File: src/rtl/interval_timer_pkg.sv
// interval_timer_pkg: shared types and helpers for the interval timer.
// Slice width, controller state encoding and slice decode helper.
package interval_timer_pkg;

  localparam int SLICE_W = 4;
  localparam int MAX_W   = 64;

  typedef enum logic [1:0] {
    IDLE,
    LOAD,
    RUN,
    TERM
  } itc_state_t;

  function automatic logic slice_all_ones(
    input logic [MAX_W-1:0] q,
    input int               k
  );
    return &q[k*SLICE_W +: SLICE_W];
  endfunction

endpackage

File: src/rtl/interval_timer_ctrl.sv
// interval_timer_ctrl: load/run/tick sequencer for a chain of 4-bit slices.
// Optional pause input in RUN when INTERVAL_TIMER_PAUSE_EN is defined.
module interval_timer_ctrl
  import interval_timer_pkg::*;
#(
  parameter int CNT_W = 8
) (
  input  logic                     clk,
  input  logic                     mr_n,
  input  logic                     start,
  input  logic                     stop,
  input  logic                     periodic,
  input  logic [CNT_W-1:0]         period,
`ifdef INTERVAL_TIMER_PAUSE_EN
  input  logic                     pause,
`endif
  output logic                     busy,
  output logic                     tick,
  output logic                     cnt_mr,
  output logic                     cnt_load,
  output logic [CNT_W/SLICE_W-1:0] cnt_en,
  output logic [CNT_W-1:0]         cnt_d,
  input  logic [CNT_W-1:0]         cnt_q
);

  localparam int NS = CNT_W / SLICE_W;

  itc_state_t       state;
  itc_state_t       state_nx;
  logic [CNT_W-1:0] per_r;
  logic             term;
  logic             run_en;
  logic [NS-1:0]    low_ones;

  // Terminal count is read from q; slice carry is stale after a load.
  assign term = &cnt_q;

`ifdef INTERVAL_TIMER_PAUSE_EN
  assign run_en = (state == RUN) & ~pause;
`else
  assign run_en = (state == RUN);
`endif

  always_ff @(posedge clk or negedge mr_n) begin
    if (!mr_n) begin
      state <= IDLE;
      per_r <= '0;
    end else begin
      state <= state_nx;
      if (state_nx == LOAD)
        per_r <= period;
    end
  end

  always_comb begin
    state_nx = state;
    unique case (state)
      IDLE: if (start && !stop) state_nx = LOAD;
      LOAD: state_nx = RUN;
      RUN:  if (term) state_nx = TERM;
      TERM: state_nx = periodic ? LOAD : IDLE;
      default: state_nx = IDLE;
    endcase
    if (stop && state != IDLE)
      state_nx = IDLE;
  end

  assign low_ones[0] = 1'b1;

  // Slice k counts only when every lower slice is about to carry.
  for (genvar k = 1; k < NS; k++) begin : g_ripple
    assign low_ones[k] = low_ones[k-1]
                       & slice_all_ones(MAX_W'(cnt_q), k - 1);
  end

  for (genvar k = 0; k < NS; k++) begin : g_en
    assign cnt_en[k] = run_en & ~term & low_ones[k];
  end

  assign cnt_d = ~per_r;

  always_comb begin
    busy     = 1'b1;
    tick     = 1'b0;
    cnt_mr   = 1'b0;
    cnt_load = 1'b0;
    unique case (state)
      IDLE: begin
        busy   = 1'b0;
        cnt_mr = 1'b1;
      end
      LOAD: cnt_load = 1'b1;
      RUN:  ;
      TERM: tick = 1'b1;
      default: begin
        busy   = 1'b0;
        cnt_mr = 1'b1;
      end
    endcase
  end

endmodule

File: config.mk
export PLATFORM = sky130hd
export DESIGN_NAME = interval_timer_ctrl
export DESIGN_NICKNAME = d
export VERILOG_FILES = /design/src/rtl/interval_timer_pkg.sv /design/src/rtl/interval_timer_ctrl.sv
export SDC_FILE = /design/constraint.sdc
export NUM_CORES = 1
export LEC_CHECK = 0
export ABC_AREA = 1
export CORE_MARGIN = 1.5
export CORE_UTILIZATION = 38
export DETAILED_ROUTE_END_ITERATION = 10
export HOLD_SLACK_MARGIN = 0.08
export PLACE_DENSITY = 0.82
export REMOVE_ABC_BUFFERS = 1
export SETUP_SLACK_MARGIN = 0.02
export SYNTH_ARGS = -nofsm -noshare
export SYNTH_HDL_FRONTEND = slang
export SYNTH_SLANG_ARGS = --single-unit
File: constraint.sdc
create_clock -name clk -period 2.55 [get_ports clk]
set_clock_uncertainty 0.15 [all_clocks]
set_input_delay 0.255 -clock clk [delete_from_list [all_inputs] [get_ports clk]]
set_output_delay 0.255 -clock clk [all_outputs]
set_load 0.01 [all_outputs]
==> flow_metrics.py, run 1 <==
metrics = {
    "clocking": {
        "cts-resized-gates": 0,
        "hold_buffers": 0,
        "cts_buffers": 3,
        "htree_levels": 1,
        "cts-root-to-sink-buffers": 2,
        "clock_sinks": 10,
        "root_buffer": "clkbuf_4",
        "insertion_delay_ps": 270,
        "clk_pin_slew_ps": 70,
        "post_cts_buffers": 0,
        "cts_tree": "built",
    },
    "route": {
        "wl_per_cell_um": 11.27,
        "drt-total-wl_um": 1398,
        "viasPerCell": 4.774,
        "drc_errors": 0,
        "drtPass1Iterations": 3,
        "ant_nets": 0,
        "drtIter0Drc": 5,
        "vias": 592,
    },
    "synth": {
        "ys_ff_latch": 10,
        "seq_area_frac_synth": 0.4310,
        "synth_cell_type_count": 13,
        "synthesis.area_um2": 580.6,
        "syn_area_per_cell_um2": 8.177,
        "synthCells": 71,
        "ys_warn_count": 0,
    },
    "sta": {
        "finalHoldViolCount": 0,
        "relSlewSlack": 0.7010,
        "worstMarginPinSlew_ps": 447.1,
        "setup_viol_count_final": 0,
        "fmax_mhz": 434.1,
        "min_period_ps": 2304,
        "slew_violations": 0,
        "setup_tns_ps": 0,
        "rsz0062_at_grt": "false",
        "fin_crit_sh": 0.9034,
    },
    "final_layout": {
        "fin_cells": 124,
        "drive_gt1_frac": 0.09174,
        "n_antenna_cell": 0,
        "final_net_count": 135,
        "area_delta_synth_final_pct": 68.10,
    },
    "placement": {
        "hpwl_um": 1138,
        "numPortBuffers": 34,
        "place_congestion": 0.7280,
        "place_inst": 120,
    },
    "setup_path": {
        "reg2reg_from": "state[0]",
        "crit_type": "reg2out",
        "required_ps": 2140,
        "path_delay_family": "buffers and inverters",
        "timing.critical_path.mode_cell": "inv_1",
        "slowest_delay_ps": 530,
        "cp_slowest_cell": "clkdlybuf4s50_1",
        "critPathCaptureType": "primary output",
        "r2r_cells": 7,
        "crit_path_start_kind": "flip-flop",
        "crit_arrival_ps": 1900,
        "cp_max_fo": 4,
        "critical_path_buf_inv_count": 3,
        "path_cells": "inv_1, ha_1, a21boi_0, nand2_1, inv_1, clkdlybuf4s50_1",
        "timing.rr.end": "per_r[0]",
        "r2r_slack_ps": 740,
    },
    "power_and_ir_drop": {
        "p_leak_nw": 0.4762,
        "power_density_nw_per_um2": 1126,
        "ir_worst_vdd_uv": 616.6,
    },
    "floorplanning": {
        "io-pin-count": 35,
        "die-area_um2": 1771,
        "coreArea_um2": 1366,
        "floorplan.initialDensity": 0.4249,
        "die_x_um": 42.09,
        "die_y_um": 42.09,
        "fp-row-count": 13,
    },
    "global_routing": {
        "grt_use_total": 0.1689,
        "grt_pass1_vias": 537,
        "antenna_found_initial": 0,
        "grt_overflow": 0,
        "grt_pass1_wl_um": 2242,
        "grt_max_degree": 11,
    },
    "run_status": {
        "status": "finished, final reports clean",
    },
    "min_path": {
        "hp-class": "in2async",
    },
    "flow_run": {
        "max_cap_violations": 0,
    },
}
## where the power goes
part / total [W] / switching, W / internal [W]
clock network: 0.000143 / 0.0000561 / 0.0000867
registers: 0.000280 / 0.0000431 / 0.000237
logic: 0.000676 / 0.000363 / 0.000313
total: 0.00110 / 0.000462 / 0.000637
## worst max path at each step
stage / start / cells past startpoint / to / slack, ps
finish: state[0] / 6 / cnt_en[1] / 250
global placement: cnt_q[4] / 7 / cnt_en[1] / 540
detailed placement: cnt_q[1] / 7 / cnt_en[1] / 470
CTS: state[0] / 6 / cnt_en[1] / 230
global route: state[0] / 6 / cnt_en[1] / 120
floorplan: state[0] / 7 / per_r[0] / 910
## worst register-to-register path: cells and delay by family, from the launching register on
family	cells	cell delay (ps)
DFF	1	430
and+or+nand+nor	4	400
adders and majority gates	1	320
AOI/OAI and AO/OA	1	280
buffers and inverters	1	110
## layer usage
metal / vias up / track usage / share of wire
met5: - / 0 / 0
met4: 0 / 0.06250 / 0.0093
met3: 2 / 0.08190 / 0.048
met2: 17 / 0.3125 / 0.55
met1: 273 / 0.1592 / 0.39
li1: 300 / - / -
## cells by family (layout without fill, tap and decap cells)
family	Yosys count	in the layout	share of synthesized area
adder cells (fa/ha/maj)	4	4	0.08621
AND/OR/NAND/NOR	38	38	0.3211
AO/OA/AOI/OAI	5	5	0.07112
flip-flops	10	10	0.4310
buffers and inverters	14	52	0.09052
## flip-flops by register name, summed over array words and instances (netlist names)
register / flops
per_r: 8
state: 2
## cell usage in the layout, fill, tap and decap left out
master,instances
nand4_1,8
clkinv_1,1
a21oi_1,2
clkbuf_4,3
nor2_1,2
ha_1,4
a21boi_0,2
nor2_2,2
nand2_1,23
nand3_4,1
nand2_2,2
clkdlybuf4s50_1,34
clkbuf_8,1
dfrtp_1,10
a21oi_4,1
inv_1,13
## area by class of cell
cell class / count / area (um^2)
Multi-Input combinational cell: 47 / 277.8
Clock buffer: 4 / 36.28
Sequential cell: 10 / 250.2
Fill cell: 116 / 390.4
Inverter: 14 / 52.55
Timing Repair Buffer: 34 / 340.3
Tap cell: 15 / 18.77
## cell usage after synthesis
master | n | area share
nand4_1 | 8 | 0.086
clkinv_1 | 1 | 0.0065
a21boi_0 | 2 | 0.026
a21oi_1 | 2 | 0.017
dfrtp_1 | 10 | 0.43
nor2_1 | 2 | 0.013
nor2_2 | 2 | 0.022
a21oi_4 | 1 | 0.028
nand3_4 | 1 | 0.030
nand2_2 | 2 | 0.022
inv_1 | 13 | 0.084
nand2_1 | 23 | 0.15
ha_1 | 4 | 0.086
## per-stage QoR
stage / hold WS [ps] / cell area [um^2] / utilization / power (W) / setup slack [ps]
floorplan: -190.6 / 580.6 / - / 0.0006707 / 909.4
global placement: 303.9 / 939.7 / 0.6877 / 0.0009459 / 540.6
detailed placement: 308.0 / 939.7 / 0.6877 / 0.0009693 / 470.8
CTS: 160.1 / 975.9 / 0.7143 / 0.001112 / 229.4
global route: 179.9 / 975.9 / 0.7143 / 0.001183 / 115.8
finish: 144.8 / 975.9 / 0.7143 / 0.001099 / 246.4
Note: power is estimated with default switching activity, not from simulation.
==> run 2: changes to the inputs <==
--- a/config.mk
+++ b/config.mk
@@ -6,11 +6,12 @@
 export NUM_CORES = 1
 export LEC_CHECK = 0
 export ABC_AREA = 1
-export CORE_MARGIN = 1.5
-export CORE_UTILIZATION = 38
+export CORE_AREA = 2 2 39 41
 export DETAILED_ROUTE_END_ITERATION = 10
+export DIE_AREA = 0 0 41 43
+export DONT_BUFFER_PORTS = 1
 export HOLD_SLACK_MARGIN = 0.08
-export PLACE_DENSITY = 0.82
+export PLACE_DENSITY = 0.58
 export REMOVE_ABC_BUFFERS = 1
 export SETUP_SLACK_MARGIN = 0.02
 export SYNTH_ARGS = -nofsm -noshare
==> flow_metrics.py, run 2 (synthesis results as in run 1) <==
metrics = {
    "run_status": {
        "status": "finished, final reports clean",
    },
    "route": {
        "vias": 513,
        "drc_errors": 0,
        "drt-total-wl_um": 1270,
        "viasPerCell": 5.079,
        "ant_nets": 0,
        "drtIter0Drc": 5,
        "drtPass1Iterations": 4,
        "wl_per_cell_um": 12.57,
    },
    "clocking": {
        "clk_pin_slew_ps": 70,
        "post_cts_buffers": 0,
        "cts-root-to-sink-buffers": 2,
        "hold_buffers": 10,
        "root_buffer": "clkbuf_4",
        "clock_sinks": 10,
        "cts_tree": "built",
        "htree_levels": 1,
        "cts-resized-gates": 0,
        "cts_buffers": 3,
        "insertion_delay_ps": 270,
    },
    "power_and_ir_drop": {
        "combPwrFrac": 0.529,
        "p_leak_nw": 0.3850,
        "pwr-share-seq": 0.309,
        "power_density_nw_per_um2": 1238,
        "pwr-share-clk": 0.162,
        "swShare": 0.4869,
        "switchingPower_w": 0.0004442,
        "intPower_w": 0.0004682,
        "ir_worst_vdd_uv": 728.9,
    },
    "floorplanning": {
        "io-pin-count": 35,
        "die_y_um": 43,
        "floorplan.initialDensity": 0.4195,
        "fp-row-count": 14,
        "die_x_um": 41,
        "coreArea_um2": 1384,
        "die-area_um2": 1763,
    },
    "setup_path": {
        "reg2reg_from": "state[0]",
        "required_ps": 2140,
        "r2r_slack_ps": 710,
        "critPathCaptureType": "primary output",
        "cp_slowest_cell": "dfrtp_1",
        "path_cells": "inv_1, ha_1, a21boi_0, nand2_1, inv_1",
        "slowest_delay_ps": 420,
        "timing.rr.end": "per_r[2]",
        "crit_arrival_ps": 1590,
        "crit_type": "reg2out",
        "cp_max_fo": 4,
        "r2r_cells": 7,
        "crit_path_start_kind": "flip-flop",
        "timing.critical_path.mode_cell": "inv_1",
    },
    "final_layout": {
        "area_delta_synth_final_pct": 26.94,
        "regMostFlops": "per_r",
        "final_cell_mix": "nand2_1 (23), inv_1 (13), dlygate4sd3_1 (10), dfrtp_1 (10), nand4_1 (8)",
        "final_net_count": 111,
        "final_util": 0.5326,
        "fillerInstances": 137,
        "n_antenna_cell": 0,
        "largest_register_ff_count": 8,
        "final_common_cell": "nand2_1",
        "reg_top3": "per_r x8, state x2",
        "drive_gt1_frac": 0.1176,
    },
    "sta": {
        "fmax_mhz": 502.1,
        "setup_tns_ps": 0,
        "setup_viol_count_final": 0,
        "slew_violations": 0,
        "fin_crit_sh": 0.7810,
        "setup_slack_ps": 558.5,
        "finalHoldViolCount": 0,
        "relSlewSlack": 0.6928,
        "min_period_ps": 1992,
        "rsz0062_at_grt": "false",
        "worstMarginPinSlew_ps": 456.8,
    },
    "min_path": {
        "whs_endpoint": "state[0]",
        "worstHoldStart": "periodic",
        "hold_depth": 2,
        "hp-class": "in2reg",
    },
    "global_routing": {
        "grt_overflow": 0,
        "grt_pass1_vias": 498,
        "busiest_layer": "met2",
        "grt_use_met2": 0.2500,
        "grt_pass1_wl_um": 2070,
        "antenna_found_initial": 0,
        "grtUsageMet1": 0.2285,
        "grt_use_met3": 0.04712,
        "grt_use_total": 0.1783,
        "grt_max_degree": 11,
    },
    "placement": {
        "numPortBuffers": 0,
        "hpwl_um": 926.1,
        "place_congestion": 0.6915,
        "place_ws_ps": 735.7,
    },
    "flow_run": {
        "max_cap_violations": 0,
    },
}
==> run 2: cell type report <==
| class | instances | area, um^2 | share of cell area |
|---|---|---|---|
| clock buffer | 4 | 36.28 | 0.04924 |
| inverter | 14 | 52.55 | 0.07131 |
| multi-input combinational | 47 | 277.8 | 0.3769 |
| sequential | 10 | 250.2 | 0.3396 |
| tap | 16 | 20.02 | 0.02716 |
| timing repair buffer | 10 | 100.1 | 0.1358 |
==> run 2: worst max path at each step <==
stage               slack [ps]        end  depth (start not counted)     start
global route               390  cnt_en[1]                          5  state[0]
detailed placement         740   per_r[2]                          7  state[0]
CTS                        540  cnt_en[1]                          5  state[0]
finish                     560  cnt_en[1]                          5  state[0]
floorplan                  910   per_r[0]                          7  state[0]
global placement           780   per_r[5]                          7  state[0]
==> run 2: routing by layer <==
| layer | up-vias | share of wire |
|---|---|---|
| li1 | 256 | - |
| met1 | 234 | 0.48 |
| met2 | 19 | 0.45 |
| met3 | 4 | 0.039 |
| met4 | 0 | 0.023 |
| met5 | - | 0 |
==> run 2: power by group through the flow <==
stage | registers [W] | logic (W) | clock network (W)
3_3_place_gp | 0.000284 | 0.000456 | 0
3_5_place_dp | 0.000285 | 0.000463 | 0
2_1_floorplan | 0.000272 | 0.000398 | 0
4_1_cts | 0.000282 | 0.000481 | 0.000152
6_report | 0.000282 | 0.000482 | 0.000148
5_1_grt | 0.000293 | 0.000544 | 0.000163
==> run 2: worst max-delay path: cells and delay by family, from the launching register on <==
kind | cells | cell delay (ps)
buffers and inverters | 2 | 220
AO/OA/AOI/OAI | 1 | 410
AND/OR/NAND/NOR | 1 | 90
flip-flops | 1 | 420
adder cells (fa/ha/maj) | 1 | 180
==> run 2: through the flow <==
step,instances,area [um^2],power (W),hold slack (ps)
CTS,101,737.0,0.0009145,185.3
floorplan,71,580.6,0.0006707,-190.6
finish,101,737.0,0.0009124,211.1
detailed placement,87,600.6,0.0007478,-190.4
global placement,87,600.6,0.0007393,-190.4
global route,101,737.0,0.001001,242.7
==> run 3: changes to the inputs <==
--- a/config.mk
+++ b/config.mk
@@ -11,7 +11,7 @@
 export DIE_AREA = 0 0 41 43
 export DONT_BUFFER_PORTS = 1
 export HOLD_SLACK_MARGIN = 0.08
-export PLACE_DENSITY = 0.58
+export PLACE_DENSITY = 0.6
 export REMOVE_ABC_BUFFERS = 1
 export SETUP_SLACK_MARGIN = 0.02
 export SYNTH_ARGS = -nofsm -noshare
==> constraint.sdc (replaced) <==
create_clock -name clk -period 1.8 [get_ports clk]
set_clock_uncertainty 0.15 [all_clocks]
set_input_delay 0.18 -clock clk [delete_from_list [all_inputs] [get_ports clk]]
set_output_delay 0.18 -clock clk [all_outputs]
set_load 0.01 [all_outputs]
==> flow_metrics.py, run 3 (synthesis results as in run 1) <==
metrics = {
    "route": {
        "vias": 499,
        "viasPerCell": 4.798,
        "ant_nets": 0,
        "drt-total-wl_um": 1185,
        "drtPass1Iterations": 4,
        "drtIter0Drc": 8,
        "drc_errors": 0,
        "wl_per_cell_um": 11.39,
    },
    "final_layout": {
        "fillerInstances": 138,
        "regMostFlops": "per_r",
        "area_delta_synth_final_pct": 31.90,
        "final_cell_mix": "nand2_1 (23), inv_1 (13), dlygate4sd3_1 (10), dfrtp_1 (10), nand4_1 (8)",
        "final_util": 0.5533,
        "multi_input_area_um2": 284.0,
        "reg_top3": "per_r x8, state x2",
        "largest_register_ff_count": 8,
        "final_net_count": 114,
        "regArea_um2": 250.2,
        "drive_gt1_frac": 0.1705,
        "n_antenna_cell": 0,
        "final_common_cell": "nand2_1",
    },
    "placement": {
        "numPortBuffers": 0,
        "hpwl_um": 916.7,
        "place_congestion": 0.7277,
    },
    "sta": {
        "slew_violations": 0,
        "rsz0062_at_grt": "false",
        "min_period_ps": 1627,
        "worstMarginPinSlew_ps": 428.0,
        "setup_tns_ps": 0,
        "finalHoldViolCount": 0,
        "setup_viol_count_final": 0,
        "fmax_mhz": 614.6,
        "relSlewSlack": 0.7137,
        "fin_crit_sh": 0.9040,
    },
    "global_routing": {
        "grt_max_degree": 11,
        "grt_use_total": 0.1663,
        "grt_pass1_wl_um": 1938,
        "grt_overflow": 0,
        "grt_pass1_vias": 479,
        "antenna_found_initial": 0,
    },
    "clocking": {
        "root_buffer": "clkbuf_4",
        "insertion_delay_ps": 260,
        "htree_levels": 1,
        "cts_tree": "built",
        "clk_pin_slew_ps": 60,
        "cts-root-to-sink-buffers": 2,
        "clock_sinks": 10,
        "cts_buffers": 3,
        "post_cts_buffers": 0,
    },
    "setup_path": {
        "required_ps": 1800,
        "critPathCaptureType": "flip-flop",
        "crit_arrival_ps": 1630,
        "r2r_cells": 7,
        "crit_end": "per_r[2]",
        "crit_type": "reg2reg",
        "reg2reg_from": "state[0]",
        "r2r_slack_ps": 170,
        "path_cells": "inv_1, ha_2, nor2_2, a21oi_4, nand3_4, nand2_1, nand2_1",
        "setup.worst_path.start": "state[0]",
        "timing.critical_path.mode_cell": "nand2_1",
        "cp_slowest_cell": "dfrtp_1",
        "slowest_delay_ps": 410,
        "cp_max_fo": 8,
        "timing.rr.end": "per_r[2]",
        "crit_path_start_kind": "flip-flop",
    },
    "min_path": {
        "hp-class": "in2reg",
        "worstHoldStart": "periodic",
    },
    "floorplanning": {
        "die-area_um2": 1763,
        "die_x_um": 41,
        "io-pin-count": 35,
        "fp-row-count": 14,
        "floorplan.initialDensity": 0.4195,
        "coreArea_um2": 1384,
        "die_y_um": 43,
    },
    "power_and_ir_drop": {
        "ir_worst_vdd_uv": 859.1,
        "power_density_nw_per_um2": 1732,
        "p_leak_nw": 0.3998,
        "totalPowerFinal_w": 0.001326,
    },
    "run_status": {
        "status": "finished, final reports clean",
    },
    "flow_run": {
        "max_cap_violations": 0,
    },
}
[run 3: cell count changes in the layout (fill, tap and decap cells not counted), sizes merged]
cell / before / now
buf: 0 / 3
[run 3: layout make-up]
cell class | count | share of cell area
clock buffer | 4 | 0.04739
inverter | 14 | 0.06863
multi-input combinational | 47 | 0.3709
sequential | 10 | 0.3268
tap | 16 | 0.02614
timing repair buffer | 13 | 0.1601
[run 3: routing by layer]
| metal | part of all wire | track usage |
|---|---|---|
| met2 | 0.52 | 0.2531 |
| met3 | 0.057 | 0.09424 |
| met4 | 0 | 0.02000 |
| met5 | 0 | 0 |
| met1 | 0.42 | 0.2060 |
[run 3: power breakdown]
part	switching, W	internal, W
logic	0.000475	0.000256
clock network	0.0000726	0.000123
registers	0.0000634	0.000336
[run 3: worst min-delay path by stage]
stage	end	slack (ps)	cells after the start
global route	state[0]	100	2
detailed placement	per_r[0]	-270	0
global placement	per_r[0]	-270	0
finish	state[0]	120	2
floorplan	per_r[0]	-270	0
CTS	state[0]	110	2
[run 3: worst max-delay path, delay by kind of cell (launching register included)]
kind,cells,cell delay (ps)
adders and majority gates,1,250
AOI/OAI and AO/OA,1,230
DFF,1,410
and+or+nand+nor,4,360
buffers and inverters,1,110
[run 3: timing repair]
item	4_1_cts	5_1_grt
hold buffers	10	0
resized for setup	0	3
endpoints found under the setup margin	0	10
endpoints found under the hold margin	19	0
[run 3: stage by stage]
stage	hold slack [ps]	cell area [um^2]	std cells	setup slack, ps
floorplan	-265.6	580.6	71	159.4
global placement	-265.4	623.1	90	163.6
detailed placement	-265.4	623.1	90	110.9
CTS	107.6	759.5	104	67.16
global route	103.0	765.7	104	32.94
finish	117.1	765.7	104	172.8
